## config.mk

```make
export PLATFORM = sky130hd
export DESIGN_NAME = axi_burst_splitter
export DESIGN_NICKNAME = d
export VERILOG_FILES = /design/src/rtl/axi_master_pkg.sv /design/src/rtl/axi_credit_counter.sv /design/src/rtl/axi_burst_splitter.sv
export SDC_FILE = /design/constraint.sdc
export NUM_CORES = 1
export LEC_CHECK = 0
export BUFFER_PORTS_ARGS = -buffer_cell sky130_fd_sc_hd__buf_2
export CAP_MARGIN = 20
export CORE_MARGIN = 1
export CORE_UTILIZATION = 45
export DETAILED_ROUTE_END_ITERATION = 6
export PLACE_DENSITY_LB_ADDON = 0.25
export SKIP_LAST_GASP = 1
export SLEW_MARGIN = 40
export SYNTH_ARGS = -nofsm -noshare
export SYNTH_HDL_FRONTEND = slang
export SYNTH_HIERARCHICAL = 1
export SYNTH_SLANG_ARGS = --single-unit
export TNS_END_PERCENT = 1
```

## constraint.sdc

```tcl
create_clock -name aclk -period 4.9 [get_ports aclk]
set_input_delay 1.47 -clock aclk [delete_from_list [all_inputs] [get_ports aclk]]
set_output_delay 1.47 -clock aclk [all_outputs]
set_load 0.01 [all_outputs]
```

## src/rtl/axi_master_pkg.sv

```systemverilog
// Shared types and defaults for the AXI burst master.
// Used by the burst splitter and the credit counters.
package axi_master_pkg;

    localparam int AXI_ADDR_W      = 64;
    localparam int AXI_LEN_W       = 8;
    localparam int AXI_ID_W        = 4;
    localparam int CMD_LEN_W       = 16;
    localparam int MAX_OUTSTANDING = 2;

    typedef enum logic [1:0] {
        IDLE,
        CALC,
        ISSUE
    } splitter_state_t;

    typedef struct packed {
        logic [AXI_ADDR_W-1:0] addr;
        logic [AXI_LEN_W-1:0]  len;
        logic [2:0]            size;
        logic [AXI_ID_W-1:0]   id;
        logic                  last;
    } burst_cmd_t;

endpackage

```

## src/rtl/axi_credit_counter.sv

```systemverilog
// Up/down saturating counter with full flag.
// Tracks bursts issued but not yet completed.
module axi_credit_counter #(
    parameter int MAX = 2
) (
    input  logic                         clk,
    input  logic                         rst_n,
    input  logic                         inc_i,
    input  logic                         dec_i,
    output logic [$clog2(MAX+1)-1:0]     count_o,
    output logic                         full_o
);

    localparam int W = $clog2(MAX + 1);

    logic [W-1:0] count_q, count_d;
    logic         inc_ok, dec_ok;

    always_comb begin
        inc_ok  = inc_i && (count_q != W'(MAX));
        dec_ok  = dec_i && (count_q != '0);
        count_d = count_q;
        if (inc_ok && !dec_ok) begin
            count_d = count_q + W'(1);
        end else if (dec_ok && !inc_ok) begin
            count_d = count_q - W'(1);
        end
    end

    always_ff @(posedge clk or negedge rst_n) begin
        if (!rst_n) begin
            count_q <= '0;
        end else begin
            count_q <= count_d;
        end
    end

    // A completion with nothing outstanding means the response path is broken.
    always @(posedge clk) begin
        if (rst_n) begin
            assert (!(dec_i && count_q == '0));
        end
    end

    assign count_o = count_q;
    assign full_o  = (count_q == W'(MAX));

endmodule

```

## src/rtl/axi_burst_splitter.sv

```systemverilog
// Splits user transfers into AXI-legal bursts with credit throttling.
// Define AXI_BURST_SPLIT_PAGE_EN to also split at PAGE_SIZE_BYTES boundaries.
module axi_burst_splitter
    import axi_master_pkg::*;
#(
    parameter int ADDR_W          = AXI_ADDR_W,
    parameter int LEN_W           = AXI_LEN_W,
    parameter int CMD_LEN_W       = axi_master_pkg::CMD_LEN_W,
    parameter int ID_W            = AXI_ID_W,
    parameter int PAGE_SIZE_BYTES = 4096,
    parameter int MAX_OUTSTANDING = axi_master_pkg::MAX_OUTSTANDING
) (
    input  logic                                   aclk,
    input  logic                                   aresetn,
    input  logic                                   cmd_valid,
    output logic                                   cmd_ready,
    input  logic [ADDR_W-1:0]                      cmd_addr,
    input  logic [CMD_LEN_W-1:0]                   cmd_len,
    input  logic [2:0]                             cmd_size,
    input  logic [ID_W-1:0]                        cmd_id,
    output logic                                   bst_valid,
    input  logic                                   bst_ready,
    output logic [ADDR_W-1:0]                      bst_addr,
    output logic [LEN_W-1:0]                       bst_len,
    output logic [2:0]                             bst_size,
    output logic [ID_W-1:0]                        bst_id,
    output logic                                   bst_last,
    input  logic                                   resp_done,
    output logic [$clog2(MAX_OUTSTANDING+1)-1:0]   outstanding,
    output logic                                   busy
);

    localparam int REM_W = CMD_LEN_W + 1;

    splitter_state_t state_q, state_d;
    logic [ADDR_W-1:0] addr_q, addr_d;
    logic [REM_W-1:0]  rem_q, rem_d;
    logic [2:0]        size_q, size_d;
    logic [ID_W-1:0]   id_q, id_d;
    burst_cmd_t        bst_q, bst_d;

    logic [ADDR_W-1:0] size_mask;
    logic [ADDR_W-1:0] base;
    logic [ADDR_W-1:0] rem_ext;
    logic [ADDR_W-1:0] beats;
    logic [ADDR_W-1:0] beats_m1;
    logic [ADDR_W-1:0] sent_beats;
    logic              idle_rdy;
    logic              issue;
    logic              full;
`ifdef AXI_BURST_SPLIT_PAGE_EN
    logic [ADDR_W-1:0] page_beats;
`endif

    // Burst sizing works on the registered command so CALC is one flat cycle.
    always_comb begin
        size_mask = (ADDR_W'(1) << size_q) - ADDR_W'(1);
        base      = addr_q & ~size_mask;
        rem_ext   = ADDR_W'(rem_q);
        beats     = rem_ext;
        if ((ADDR_W'(1) << LEN_W) < beats) begin
            beats = ADDR_W'(1) << LEN_W;
        end
`ifdef AXI_BURST_SPLIT_PAGE_EN
        page_beats = (ADDR_W'(PAGE_SIZE_BYTES)
                      - (base & ADDR_W'(PAGE_SIZE_BYTES - 1))) >> size_q;
        if (page_beats < beats) begin
            beats = page_beats;
        end
`endif
        beats_m1   = beats - ADDR_W'(1);
        sent_beats = ADDR_W'(bst_q.len) + ADDR_W'(1);
    end

    always_comb begin
        state_d   = state_q;
        addr_d    = addr_q;
        rem_d     = rem_q;
        size_d    = size_q;
        id_d      = id_q;
        bst_d     = bst_q;
        idle_rdy  = 1'b0;
        bst_valid = 1'b0;
        issue     = 1'b0;
        unique case (state_q)
            IDLE: begin
                idle_rdy = 1'b1;
                if (cmd_valid) begin
                    addr_d  = cmd_addr;
                    rem_d   = REM_W'(cmd_len) + REM_W'(1);
                    size_d  = cmd_size;
                    id_d    = cmd_id;
                    state_d = CALC;
                end
            end
            CALC: begin
                bst_d.addr = AXI_ADDR_W'(base);
                bst_d.len  = AXI_LEN_W'(beats_m1);
                bst_d.size = size_q;
                bst_d.id   = AXI_ID_W'(id_q);
                bst_d.last = (beats == rem_ext);
                if (!full) begin
                    state_d = ISSUE;
                end
            end
            ISSUE: begin
                bst_valid = 1'b1;
                if (bst_ready) begin
                    issue   = 1'b1;
                    addr_d  = ADDR_W'(bst_q.addr) + (sent_beats << size_q);
                    rem_d   = rem_q - REM_W'(sent_beats);
                    state_d = bst_q.last ? IDLE : CALC;
                end
            end
            default: state_d = IDLE;
        endcase
    end

    always_ff @(posedge aclk or negedge aresetn) begin
        if (!aresetn) begin
            state_q <= IDLE;
            addr_q  <= '0;
            rem_q   <= '0;
            size_q  <= '0;
            id_q    <= '0;
            bst_q   <= '0;
        end else begin
            state_q <= state_d;
            addr_q  <= addr_d;
            rem_q   <= rem_d;
            size_q  <= size_d;
            id_q    <= id_d;
            bst_q   <= bst_d;
        end
    end

    axi_credit_counter #(
        .MAX(MAX_OUTSTANDING)
    ) u_credit (
        .clk    (aclk),
        .rst_n  (aresetn),
        .inc_i  (issue),
        .dec_i  (resp_done),
        .count_o(outstanding),
        .full_o (full)
    );

    assign cmd_ready = idle_rdy & aresetn;
    assign busy      = (state_q != IDLE);
    assign bst_addr  = ADDR_W'(bst_q.addr);
    assign bst_len   = LEN_W'(bst_q.len);
    assign bst_size  = bst_q.size;
    assign bst_id    = ID_W'(bst_q.id);
    assign bst_last  = bst_q.last;

endmodule

```

==> impl_results.md <==
- Status: finished, final reports clean
- Primary FF master, synth: dfrtp_1
- Nets: 1422
- Post-Synthesis Mean Instance Area: 9.08 µm²
- DRT iter0 DRCs: 630
- Finished Layout Cells: about 1600
- First-pass DRT Iterations: 5
- Synth Cell Area: about 11000 µm²
- RSZ-0062 raised after global routing: false
- Max Cap Viol: 0
- Critical path buffers and inverters: 0
- Post-CTS sizing: 0
- Die area: 24000 µm²
- Slew margin rel.: 0.424
- GRT Overall Usage: 0.261
- IO Pins: 177
- Xor and xnor area share after synthesis: 0.0709
- Std-Cell Rows: 55
- Number of flops mapped to enable cells by yosys: 0
- Critical path capture point type: flip-flop
- RD Place Congestion: 0.901
- Worst-Skew Late Latency: 0.44 ns
- Synth Area in Simple Gates: 0.179
- Drt wl/cell: roughly 19 µm
- TritonCTS Buffers: 17
- Mapped Nets: 1281
- Fin area: 12300 µm²
- Area leader, netlist: dfrtp_1
- FMAX: 0.240 GHz
- Adder-cell share of the synthesized area: 0.0395
- Routed Wire Length: just over 30000 µm
- Die height: roughly 150 µm
- Slowest-stage cell, CP: o41ai_1
- Crit path launch type: flip-flop
- Worst-path cell chain: ha_1 -> nand2_1 -> xor2_1 -> mux2i_1 -> nand2_1 -> o21a_1 -> mux2i_1 -> ha_1 -> a21oi_1 -> nor2_1 -> o41ai_1 -> a211oi_2 -> o2111ai_1 -> xor2_1 -> o22ai_1
- Crit Path Max Fanout: 11
- Initial Util: 0.461
- Final period util: 0.851
- Core area: 22800 µm²
- Synth Area in Compound Gates: 0.187
- Placed Cells: around 1600
- Number of port buffers: 176
- Gate Count Post-Synth: about 1200
- Vias: 9284
- CTS tree: yes
- Cell variety after synth: just under 80
- Reg2reg setup slack: between 0.7 and 0.8 ns
- Hold WC Path Type: reg -> reg
- First-pass GRT wire length: 48800 µm
- Leak pwr: between 5 and 6 nW
- Worst endpoint required time: 5.18 ns
- Setup bufs post-CTS: 0
- Hold-fix buffers, CTS: 0
- CTS Buffer Depth: 2
- Crit path max-delay family: compound AO/OA/AOI/OAI gates
- Setup TNS Final: 0 ns
- Largest net degree at the start of global routing: 76
- Dpl cell area: 11700 µm²
- Synth Warn #: 6
- Initial antenna violation count: 0
- Pwr/cell area: 742 nW/µm²
- Post-route minimum period: about 4.2 ns
- Diodes inserted: 0
- Max incr delay on CP: 0.71 ns
- Chip width: 155 µm
- Worst vdd ir: between 0.3 and 0.4 mV
- Actual slew at the worst max-slew pin: 0.862 ns
- Root Driver: clkbuf_16
- Arr. time, crit path: 4.45 ns
- Layout area overhead: 16.8%
- Share of the synthesized area in the top cell type: 0.410
- H-tree Lvls: 4
- Via density per instance: approximately 5.7
- Synth top area cells: dfrtp_1, mux2_2, nand2_1, a21oi_1, xnor2_1
- Largest family of logic cells by synthesized area: compound AO/OA/AOI/OAI gates
- Clk_skew: around 0.013 ns
- Mux cell area share after synthesis: 0.0786
- Layout cells sized above 1: 0.238
- Final number of setup-violating endpoints: 0
- Sequential-to-total area share from yosys stat: 0.410
- Asr flop ratio synth: 1.00
- Yosys reg bits: ~170
- GR Overflow Total: 0
- Critical path type: reg -> reg
- Vias in the first global route: slightly below 9000
- Final hold violation count: 0
- Max Slew Vio Count: 0
- Antenna viol nets, final: 0
- Reg clk slew, reported paths: 0.07 ns
- CTS Sinks: 172
- DP HPWL: 21100 µm
- # DRC: 0
## per-stage QoR
step	power (mW)	util	hold slack, ns	setup slack (ns)
2_1_floorplan	6.18	-	0.442	1.11
3_3_place_gp	7.55	0.511	0.455	0.850
3_5_place_dp	7.65	0.512	0.459	0.803
4_1_cts	9.10	0.538	0.476	0.787
5_1_grt	9.81	0.539	0.502	0.405
6_report	9.10	0.539	0.470	0.729
## registers in the layout, summed over array words and instances (netlist names)
register          count
bst_last              1
bst_size              3
u_credit/count_o      2
bst_len               8
id_q                  4
size_q                3
rem_q                17
bst_addr             64
state_q               2
addr_q               64
bst_id                4
## synth_stat cells, drive strengths merged, types with 4 or more instances
library cell and count:
a2111oi 4, nor3 15, nand4 13, mux2 60, inv 23, xnor2 43, a22oi 8, o211ai 11
nor4 5, and3 35, a31oi 8, o22ai 29, dfrtp 172, o311ai 4, ha 30, o21ai 82
o31ai 4, buf 15, o21a 8, o21bai 4, a21o 9, or4 4, or3 8, nand2 140
o2111ai 12, and2 6, mux2i 15, a211oi 15, a21oi 89, xor2 42, and4 9, clkbuf 54
nor2b 5, nand2b 17, nand3 36, nor2 88
## path summary, 6_finish.rpt
| kind | startpoint | to | depth (start not counted) |
|---|---|---|---|
| max | bst_len[0]$_DFFE_PN0N_ | addr_q[55]$_DFFE_PN0P_ | 15 |
| min | id_q[0]$_DFFE_PN0P_ | id_q[0]$_DFFE_PN0P_ | 2 |
| max reg2reg | bst_len[0]$_DFFE_PN0N_ | addr_q[55]$_DFFE_PN0P_ | 15 |
| min reg2reg | id_q[0]$_DFFE_PN0P_ | id_q[0]$_DFFE_PN0P_ | 2 |
| max in group asynchronous | aresetn | size_q[2]$_DFFE_PN0P_ | 3 |
| min in group asynchronous | aresetn | rem_q[3]$_DFFE_PN0P_ | 2 |
## per-layer routing
metal  vias to the layer above  share of wire  wire (µm)  track usage
met4                         0          0.024        738       0.0929
met3                        42          0.056       1710       0.0476
li1                       4460              -          -            -
met5                         -              0          0            0
met2                       304           0.45      13600        0.404
met1                      4478           0.47      14400        0.365
## where the power goes
part           internal (mW)  switching, mW
Sequential              2.12          0.800
Combinational           2.05           2.71
Clock                  0.815          0.616
## placed cells by master, fill, tap and decap left out, drive strengths merged, types with 4 or more instances in the layout
| cell type | n |
|---|---|
| o2111ai | 12 |
| xor2 | 42 |
| mux2 | 60 |
| nand2b | 17 |
| clkinv | 7 |
| a2111oi | 4 |
| o211ai | 11 |
| o311ai | 4 |
| and2 | 6 |
| and4 | 9 |
| clkbuf | 17 |
| ha | 30 |
| a21oi | 89 |
| and3 | 35 |
| buf | 191 |
| inv | 30 |
| nand4 | 13 |
| a21o | 9 |
| mux2i | 15 |
| a31oi | 8 |
| nand2 | 140 |
| o31ai | 4 |
| nor4 | 5 |
| a22oi | 8 |
| or4 | 4 |
| nor2 | 88 |
| nand3 | 36 |
| o22ai | 29 |
| xnor2 | 43 |
| o21bai | 4 |
| dfrtp | 172 |
| o21a | 8 |
| or3 | 8 |
| nor2b | 5 |
| o21ai | 82 |
| a211oi | 15 |
| nor3 | 15 |
## worst reg2reg max path, cell delays in order, from the launching register on
cell and delay (ns):
dfrtp_1 0.54, ha_1 0.36, nand2_1 0.13, xor2_1 0.31, mux2i_1 0.15, nand2_1 0.11
o21a_1 0.15, mux2i_1 0.07, ha_1 0.36, a21oi_1 0.22, nor2_1 0.06, o41ai_1 0.71
a211oi_2 0.30, o2111ai_1 0.30, xor2_1 0.16, o22ai_1 0.09
## area by class of cell
cell class	instances	area [µm²]
fillers	2110	10500
well taps	313	392
inverters	25	93.8
repair buffers	191	1010
flip-flops and latches	172	4310
multi-input cells	891	5860
clock inverters	15	185
clock buffers	17	425
## kinds of logic (layout without fill, tap and decap cells)
| kind of cell | count (synthesis) | after routing |
|---|---|---|
| compound gates | 310 | 310 |
| xor+xnor | 85 | 85 |
| fa+ha+maj | 32 | 32 |
| buf+inv | 94 | 248 |
| flops | 172 | 172 |
| mux | 75 | 75 |
| simple gates | 389 | 389 |
No activity file was read; power rests on OpenSTA's default activity.
